## src/rtl/api_nonce_unpack.sv

```systemverilog
// Reassembles 4-word chip result records from the rx FIFO and forwards nonce-valid ones as 3-word packets.
// Optional duplicate suppression of the last forwarded nonce is compiled in with API_DUP_FILTER_EN.
module api_nonce_unpack #(
    parameter int CNT_W = 16
) (
    input  logic             clk,
    input  logic             rst,
    input  logic             enable,
    input  logic             clr_cnt,
    input  logic [8:0]       rx_fifo_data_count,
    output logic             rx_fifo_rd_en,
    input  logic [31:0]      rx_fifo_dout,
    output logic             out_vld,
    input  logic             out_rdy,
    output logic [31:0]      out_dat,
    output logic             out_last,
    output logic [CNT_W-1:0] nonce_cnt,
    output logic [CNT_W-1:0] drop_cnt,
    output logic             busy
);

    localparam int         REC_WORDS = 4;
    localparam logic [8:0] REC_CNT   = 9'(REC_WORDS);
    localparam logic [2:0] LAST_RD   = 3'(REC_WORDS - 1);
    localparam logic [2:0] LAST_CAP  = 3'(REC_WORDS);

    typedef enum logic [2:0] {S_IDLE, S_READ, S_CHK, S_SEND, S_DROP} state_t;

    state_t            state_r, state_s;
    logic [2:0]        rcnt_r, rcnt_s;
    logic [1:0]        idx_r, idx_s;
    logic [31:0]       w0_r, w0_s, w1_r, w1_s, w2_r, w2_s;
    logic              rd_en_r, rd_en_s;
    logic              out_vld_r, out_vld_s;
    logic [31:0]       out_dat_r, out_dat_s;
    logic              out_last_r, out_last_s;
    logic [CNT_W-1:0]  nonce_cnt_r, nonce_cnt_s, drop_cnt_r, drop_cnt_s;
    logic              busy_r, busy_s;
    logic              inc_nonce_s, inc_drop_s;
    logic              dup_s;

    function automatic logic [CNT_W-1:0] sat_next(input logic [CNT_W-1:0] cnt,
                                                  input logic inc, input logic clr);
        if (clr) begin
            sat_next = {CNT_W{1'b0}};
        end else if (inc && (cnt != {CNT_W{1'b1}})) begin
            sat_next = cnt + {{(CNT_W-1){1'b0}}, 1'b1};
        end else begin
            sat_next = cnt;
        end
    endfunction

`ifdef API_DUP_FILTER_EN
    logic [47:0] hist_r, hist_s;
    logic        hist_vld_r, hist_vld_s;

    assign dup_s = hist_vld_r && (hist_r == {w0_r[31:16], w1_r});

    // History of the last forwarded {chip_id, ch_id, nonce}; clear has priority over update
    always_comb begin
        hist_s     = hist_r;
        hist_vld_s = hist_vld_r;
        if (clr_cnt) begin
            hist_vld_s = 1'b0;
        end else if (inc_nonce_s) begin
            hist_s     = {w0_r[31:16], w1_r};
            hist_vld_s = 1'b1;
        end else begin
            hist_vld_s = hist_vld_r;
        end
    end

    // History registers
    always_ff @(posedge clk) begin
        if (rst) begin
            hist_r     <= 48'd0;
            hist_vld_r <= 1'b0;
        end else begin
            hist_r     <= hist_s;
            hist_vld_r <= hist_vld_s;
        end
    end
`else
    assign dup_s = 1'b0;
`endif

    // Next-state and next-output logic; rd_en is registered so it aligns with the READ counter
    always_comb begin
        state_s     = state_r;
        rcnt_s      = rcnt_r;
        idx_s       = idx_r;
        w0_s        = w0_r;
        w1_s        = w1_r;
        w2_s        = w2_r;
        rd_en_s     = 1'b0;
        out_vld_s   = out_vld_r;
        out_dat_s   = out_dat_r;
        out_last_s  = out_last_r;
        inc_nonce_s = 1'b0;
        inc_drop_s  = 1'b0;
        case (state_r)
            S_IDLE: begin
                if (enable && (rx_fifo_data_count >= REC_CNT)) begin
                    state_s = S_READ;
                    rcnt_s  = 3'd0;
                    rd_en_s = 1'b1;
                end else begin
                    state_s = S_IDLE;
                end
            end
            S_READ: begin
                rd_en_s = (rcnt_r < LAST_RD);
                rcnt_s  = rcnt_r + 3'd1;
                // Word k arrives one cycle after its strobe; the reserved 4th word is dropped
                case (rcnt_r)
                    3'd1:    w0_s = rx_fifo_dout;
                    3'd2:    w1_s = rx_fifo_dout;
                    3'd3:    w2_s = rx_fifo_dout;
                    default: w0_s = w0_r;
                endcase
                if (rcnt_r == LAST_CAP) begin
                    state_s = S_CHK;
                end else begin
                    state_s = S_READ;
                end
            end
            S_CHK: begin
                if (w0_r[0] && !dup_s) begin
                    state_s    = S_SEND;
                    idx_s      = 2'd0;
                    out_vld_s  = 1'b1;
                    out_dat_s  = w0_r;
                    out_last_s = 1'b0;
                end else begin
                    state_s = S_DROP;
                end
            end
            S_SEND: begin
                if (out_rdy) begin
                    if (idx_r == 2'd2) begin
                        state_s     = S_IDLE;
                        out_vld_s   = 1'b0;
                        out_last_s  = 1'b0;
                        inc_nonce_s = 1'b1;
                    end else begin
                        idx_s      = idx_r + 2'd1;
                        out_dat_s  = (idx_r == 2'd0) ? w1_r : w2_r;
                        out_last_s = (idx_r == 2'd1);
                    end
                end else begin
                    out_vld_s = 1'b1;
                end
            end
            S_DROP: begin
                inc_drop_s = 1'b1;
                state_s    = S_IDLE;
            end
            default: begin
                state_s    = S_IDLE;
                out_vld_s  = 1'b0;
                out_last_s = 1'b0;
            end
        endcase
        nonce_cnt_s = sat_next(nonce_cnt_r, inc_nonce_s, clr_cnt);
        drop_cnt_s  = sat_next(drop_cnt_r, inc_drop_s, clr_cnt);
        busy_s      = (state_s != S_IDLE);
    end

    // State and output registers
    always_ff @(posedge clk) begin
        if (rst) begin
            state_r     <= S_IDLE;
            rcnt_r      <= 3'd0;
            idx_r       <= 2'd0;
            w0_r        <= 32'd0;
            w1_r        <= 32'd0;
            w2_r        <= 32'd0;
            rd_en_r     <= 1'b0;
            out_vld_r   <= 1'b0;
            out_dat_r   <= 32'd0;
            out_last_r  <= 1'b0;
            nonce_cnt_r <= {CNT_W{1'b0}};
            drop_cnt_r  <= {CNT_W{1'b0}};
            busy_r      <= 1'b0;
        end else begin
            state_r     <= state_s;
            rcnt_r      <= rcnt_s;
            idx_r       <= idx_s;
            w0_r        <= w0_s;
            w1_r        <= w1_s;
            w2_r        <= w2_s;
            rd_en_r     <= rd_en_s;
            out_vld_r   <= out_vld_s;
            out_dat_r   <= out_dat_s;
            out_last_r  <= out_last_s;
            nonce_cnt_r <= nonce_cnt_s;
            drop_cnt_r  <= drop_cnt_s;
            busy_r      <= busy_s;
        end
    end

    assign rx_fifo_rd_en = rd_en_r;
    assign out_vld       = out_vld_r;
    assign out_dat       = out_dat_r;
    assign out_last      = out_last_r;
    assign nonce_cnt     = nonce_cnt_r;
    assign drop_cnt      = drop_cnt_r;
    assign busy          = busy_r;

endmodule

```

## config.mk

```make
export PLATFORM = sky130hd
export DESIGN_NAME = api_nonce_unpack
export DESIGN_NICKNAME = d
export VERILOG_FILES = /design/src/rtl/api_nonce_unpack.sv
export SDC_FILE = /design/constraint.sdc
export NUM_CORES = 1
export LEC_CHECK = 0
export CAP_MARGIN = 20
export CORE_AREA = 10 10 139 141
export DETAILED_ROUTE_END_ITERATION = 16
export DIE_AREA = 0 0 149 151
export GPL_TIMING_DRIVEN = 1
export PLACE_DENSITY = 0.68
export REMOVE_ABC_BUFFERS = 1
export SLEW_MARGIN = 30
export SYNTH_ARGS = -nofsm -noshare
export SYNTH_HDL_FRONTEND = slang
export SYNTH_SLANG_ARGS = --single-unit
```

## constraint.sdc

```tcl
create_clock -name clk -period 3.5 [get_ports clk]
set_clock_uncertainty 0.05 [all_clocks]
set_input_delay 0.525 -clock clk [delete_from_list [all_inputs] [get_ports clk]]
set_output_delay 0.525 -clock clk [all_outputs]
set_load 0.03 [all_outputs]
```

==> results.yml <==
worst_setup_path:
  crit_chain: "and3b_2 -> nand3_1 -> or4_1 -> a21oi_1"
  cp_max_fo: 27
  start_kind: "flop"
  slowest_stage: "dfxtp_1"
  cp.required_ns: 3.80
  critPathCaptureType: "flop"
  critPathKind: "flop to flop"
  cp_top_family: "simple AND/OR/NAND/NOR gates"
  slowest_delay_ns: 0.68
  crit_buf_inv: 0
  cp.arrival_ns: 2.77
drt:
  ant_nets: 0
  drt-total-wl_mm: 19.1
  routedWlPerCell_um: 15.5
  drc: 0
  drt-initial-drc-count: 422
  avgViaCountPerCell: 5.33
  dr.pass1.iters: 5
  vias: 6552
hold_path:
  hold_path.class: "flop to flop"
run_status:
  status: "finished clean"
power_and_ir_drop:
  intPower_mw: 3.14
  peakVddDrop_mv: 0.323
  p_leak_nw: 3.03
  switching_power_uw: 879
  swShare_pct: 21.9
  sequentialPowerShare_pct: 49.4
  p_clk_share_pct: 46.4
  comb_power_share_pct: 4.2
  power.density_nw_per_um2: 438
logic_synthesis:
  yosysWarnings: 0
  synth.ff_latch_count: 172
  netlist_area_sq_um: 7330
  postSynth.asyncResetShare_pct: 0
  postSynthAreaPerCell_sq_um: 8.01
  netlist_instances: 915
  synth.distinct_cells: 50
  synth-edff-count: 0
  ys_seq_area_share_pct: 47.0
  synthFlopType: "dfxtp_1"
layout:
  num-fill-cells: 1552
  drive_gt1_share_pct: 5.25
  nets: 1051
  num_antenna_cells: 0
  area_delta_synth_final_pct: 25.2
timing:
  hold_viol: 0
  worst_pin_slew_ns: 0.839
  max_slew_margin_pct: 44.1
  fin_crit_sh_pct: 70.6
  setup_violations: 0
  layout_setup_ws_ns: 1.03
  tns_ns: 0
  fmax_mhz: 405
  rsz0062_at_grt: "no"
  fin_crit_ns: 2.47
  finalMaxSlewViolations: 0
floorplan:
  chipHeight_um: 151
  start_util_pct: 44.5
  dieArea_sq_um: 22500
  ios: 114
  fp.dieW_um: 149
  core-area_sq_um: 16500
  num_rows: 47
place:
  routabilityCongestion: 0.786
  hpwlAfterDp_mm: 12.2
  pre_cts_slack_ns: 0.838
  port_buffers: 111
clocking:
  cts_resized: 0
  clk_pin_slew_ns: 0.07
  htreeDepth: 4
  clockBufferDepth: 2
  tritoncts: "yes"
  clk-insertion-delay-late_ns: 0.42
  postCtsHoldBufs: 0
  cts_root_buffer: "clkbuf_16"
  cts_sinks: 172
  numCtsBuffers: 17
  postCtsSetupBuffers: 0
global_routing:
  grt_pass1_wl_mm: 31.5
  grt_pass1_vias: 6151
  antenna_found_initial: 1
  grtUsageTotal_pct: 17.1
  grt_max_degree: 111
  grt_overflow: 0
job:
  cap_violations: 0
[metrics by stage]
step | utilization (%) | hold WS (ns) | power [mW] | area [sq um] | instances
floorplan | - | 0.380 | 2.08 | 7090 | 851
global placement | 52.2 | 0.391 | 2.20 | 8600 | 1197
detailed placement | 52.2 | 0.396 | 2.20 | 8600 | 1197
CTS | 55.8 | 0.405 | 4.05 | 9180 | 1229
global route | 55.8 | 0.420 | 4.16 | 9180 | 1229
finish | 55.8 | 0.402 | 4.02 | 9180 | 1229
[path summary, 6_finish.rpt]
check,slack [ns],depth (start not counted),start,endpoint
setup / recovery,1.03,4,state_r[0]$_SDFF_PP0_,nonce_cnt[10]$_SDFFE_PP0P_
hold / removal,0.40,2,out_dat[14]$_SDFFE_PP0P_,out_dat[14]$_SDFFE_PP0P_
setup reg to reg,1.03,4,state_r[0]$_SDFF_PP0_,nonce_cnt[10]$_SDFFE_PP0P_
hold reg to reg,0.40,2,out_dat[14]$_SDFFE_PP0P_,out_dat[14]$_SDFFE_PP0P_
[synthesized netlist by cell type (all sizes together) (2+ instances only)]
library cell    n  area [sq um]
nand2         286          1070
dfxtp         172          3440
a21oi         152           761
clkbuf         58           218
mux2i          40           400
o211ai         32           240
nand3          20           100
o21ai          15          75.1
or3            15          93.8
or4            12          90.1
ha              9           113
nand4           9          56.3
o31ai           9          67.6
inv             8          30.0
nor4            8          62.6
and2            7          43.8
buf             6          28.8
nor2            6          22.5
nand3b          5          37.5
and3            4          25.0
o41ai           4          42.6
a2111oi         3          26.3
a311oi          3          26.3
a31oi           3          18.8
nor3            3          15.0
o21a            3          22.5
or2             3          18.8
and4            2          17.5
nand2b          2          12.5
nor3b           2          20.0
nor4b           2          23.8
o311ai          2          17.5
[routing by layer]
layer / part of all wire (%) / global-route usage [%]
met1: 46 / 21.7
met2: 47 / 27.6
met3: 6.4 / 5.28
met4: 0.86 / 4.17
met5: 0.052 / 0
[cell type report]
| class | count | area (sq um) | area share, % |
|---|---|---|---|
| Multi-Input combinational cell | 671 | 3630 | 39.5 |
| Clock inverter | 9 | 111 | 1.21 |
| Sequential cell | 172 | 3440 | 37.5 |
| Tap cell | 220 | 275 | 3.00 |
| Timing Repair Buffer | 126 | 1220 | 13.3 |
| Inverter | 8 | 30.0 | 0.327 |
| Clock buffer | 23 | 468 | 5.10 |
[power groups by stage]
stage	Clock [mW]	Combinational, mW	Sequential (mW)
floorplan	0	0.0496	2.03
global placement	0	0.167	2.03
detailed placement	0	0.168	2.03
CTS	1.90	0.169	1.98
global route	1.99	0.184	1.99
finish	1.87	0.168	1.98
[tightest hold or removal path: stages, from the launching register on]
cell and delay (ns):
dfxtp_1 0.31, nand2_1 0.05, a21oi_1 0.05
[cell usage in the layout (no fill, tap or decap), types with 3 or more instances in the layout]
cell,netlist,routed
nand2_1,286,286
dfxtp_1,172,172
a21oi_1,152,151
clkdlybuf4s50_1,0,110
mux2i_1,40,40
o211ai_1,32,32
nand3_1,20,20
clkbuf_16,0,17
or3_1,15,15
o21ai_0,15,15
buf_4,0,15
or4_1,12,12
nand4_1,9,9
o31ai_1,9,9
inv_1,8,8
ha_1,9,8
and2_1,4,7
nor2_1,6,6
nor4_1,6,6
nand3b_1,5,5
and3_1,4,4
clkbuf_1,58,4
a311oi_1,3,3
o21a_1,3,3
a31oi_1,3,3
o41ai_1,3,3
a2111oi_0,3,3
nor3_1,3,3
[cell families (layout without fill, tap and decap cells)]
| family | count (synthesis) | count (layout) | share of synthesized area (%) |
|---|---|---|---|
| AOI/OAI and AO/OA | 233 | 233 | 18.5 |
| adders and majority gates | 9 | 9 | 1.54 |
| buffers and inverters | 72 | 166 | 3.77 |
| DFF | 172 | 172 | 47.0 |
| muxes | 40 | 40 | 5.46 |
| and+or+nand+nor | 389 | 389 | 23.8 |
[flip-flops by register name, indices dropped and copies added (netlist names), 3 cells and up]
signal,count
out_dat,32
w0_r,32
w1_r,32
w2_r,32
drop_cnt,16
nonce_cnt,16
rcnt_r,3
state_r,3
(Power assumes the default switching activity.)
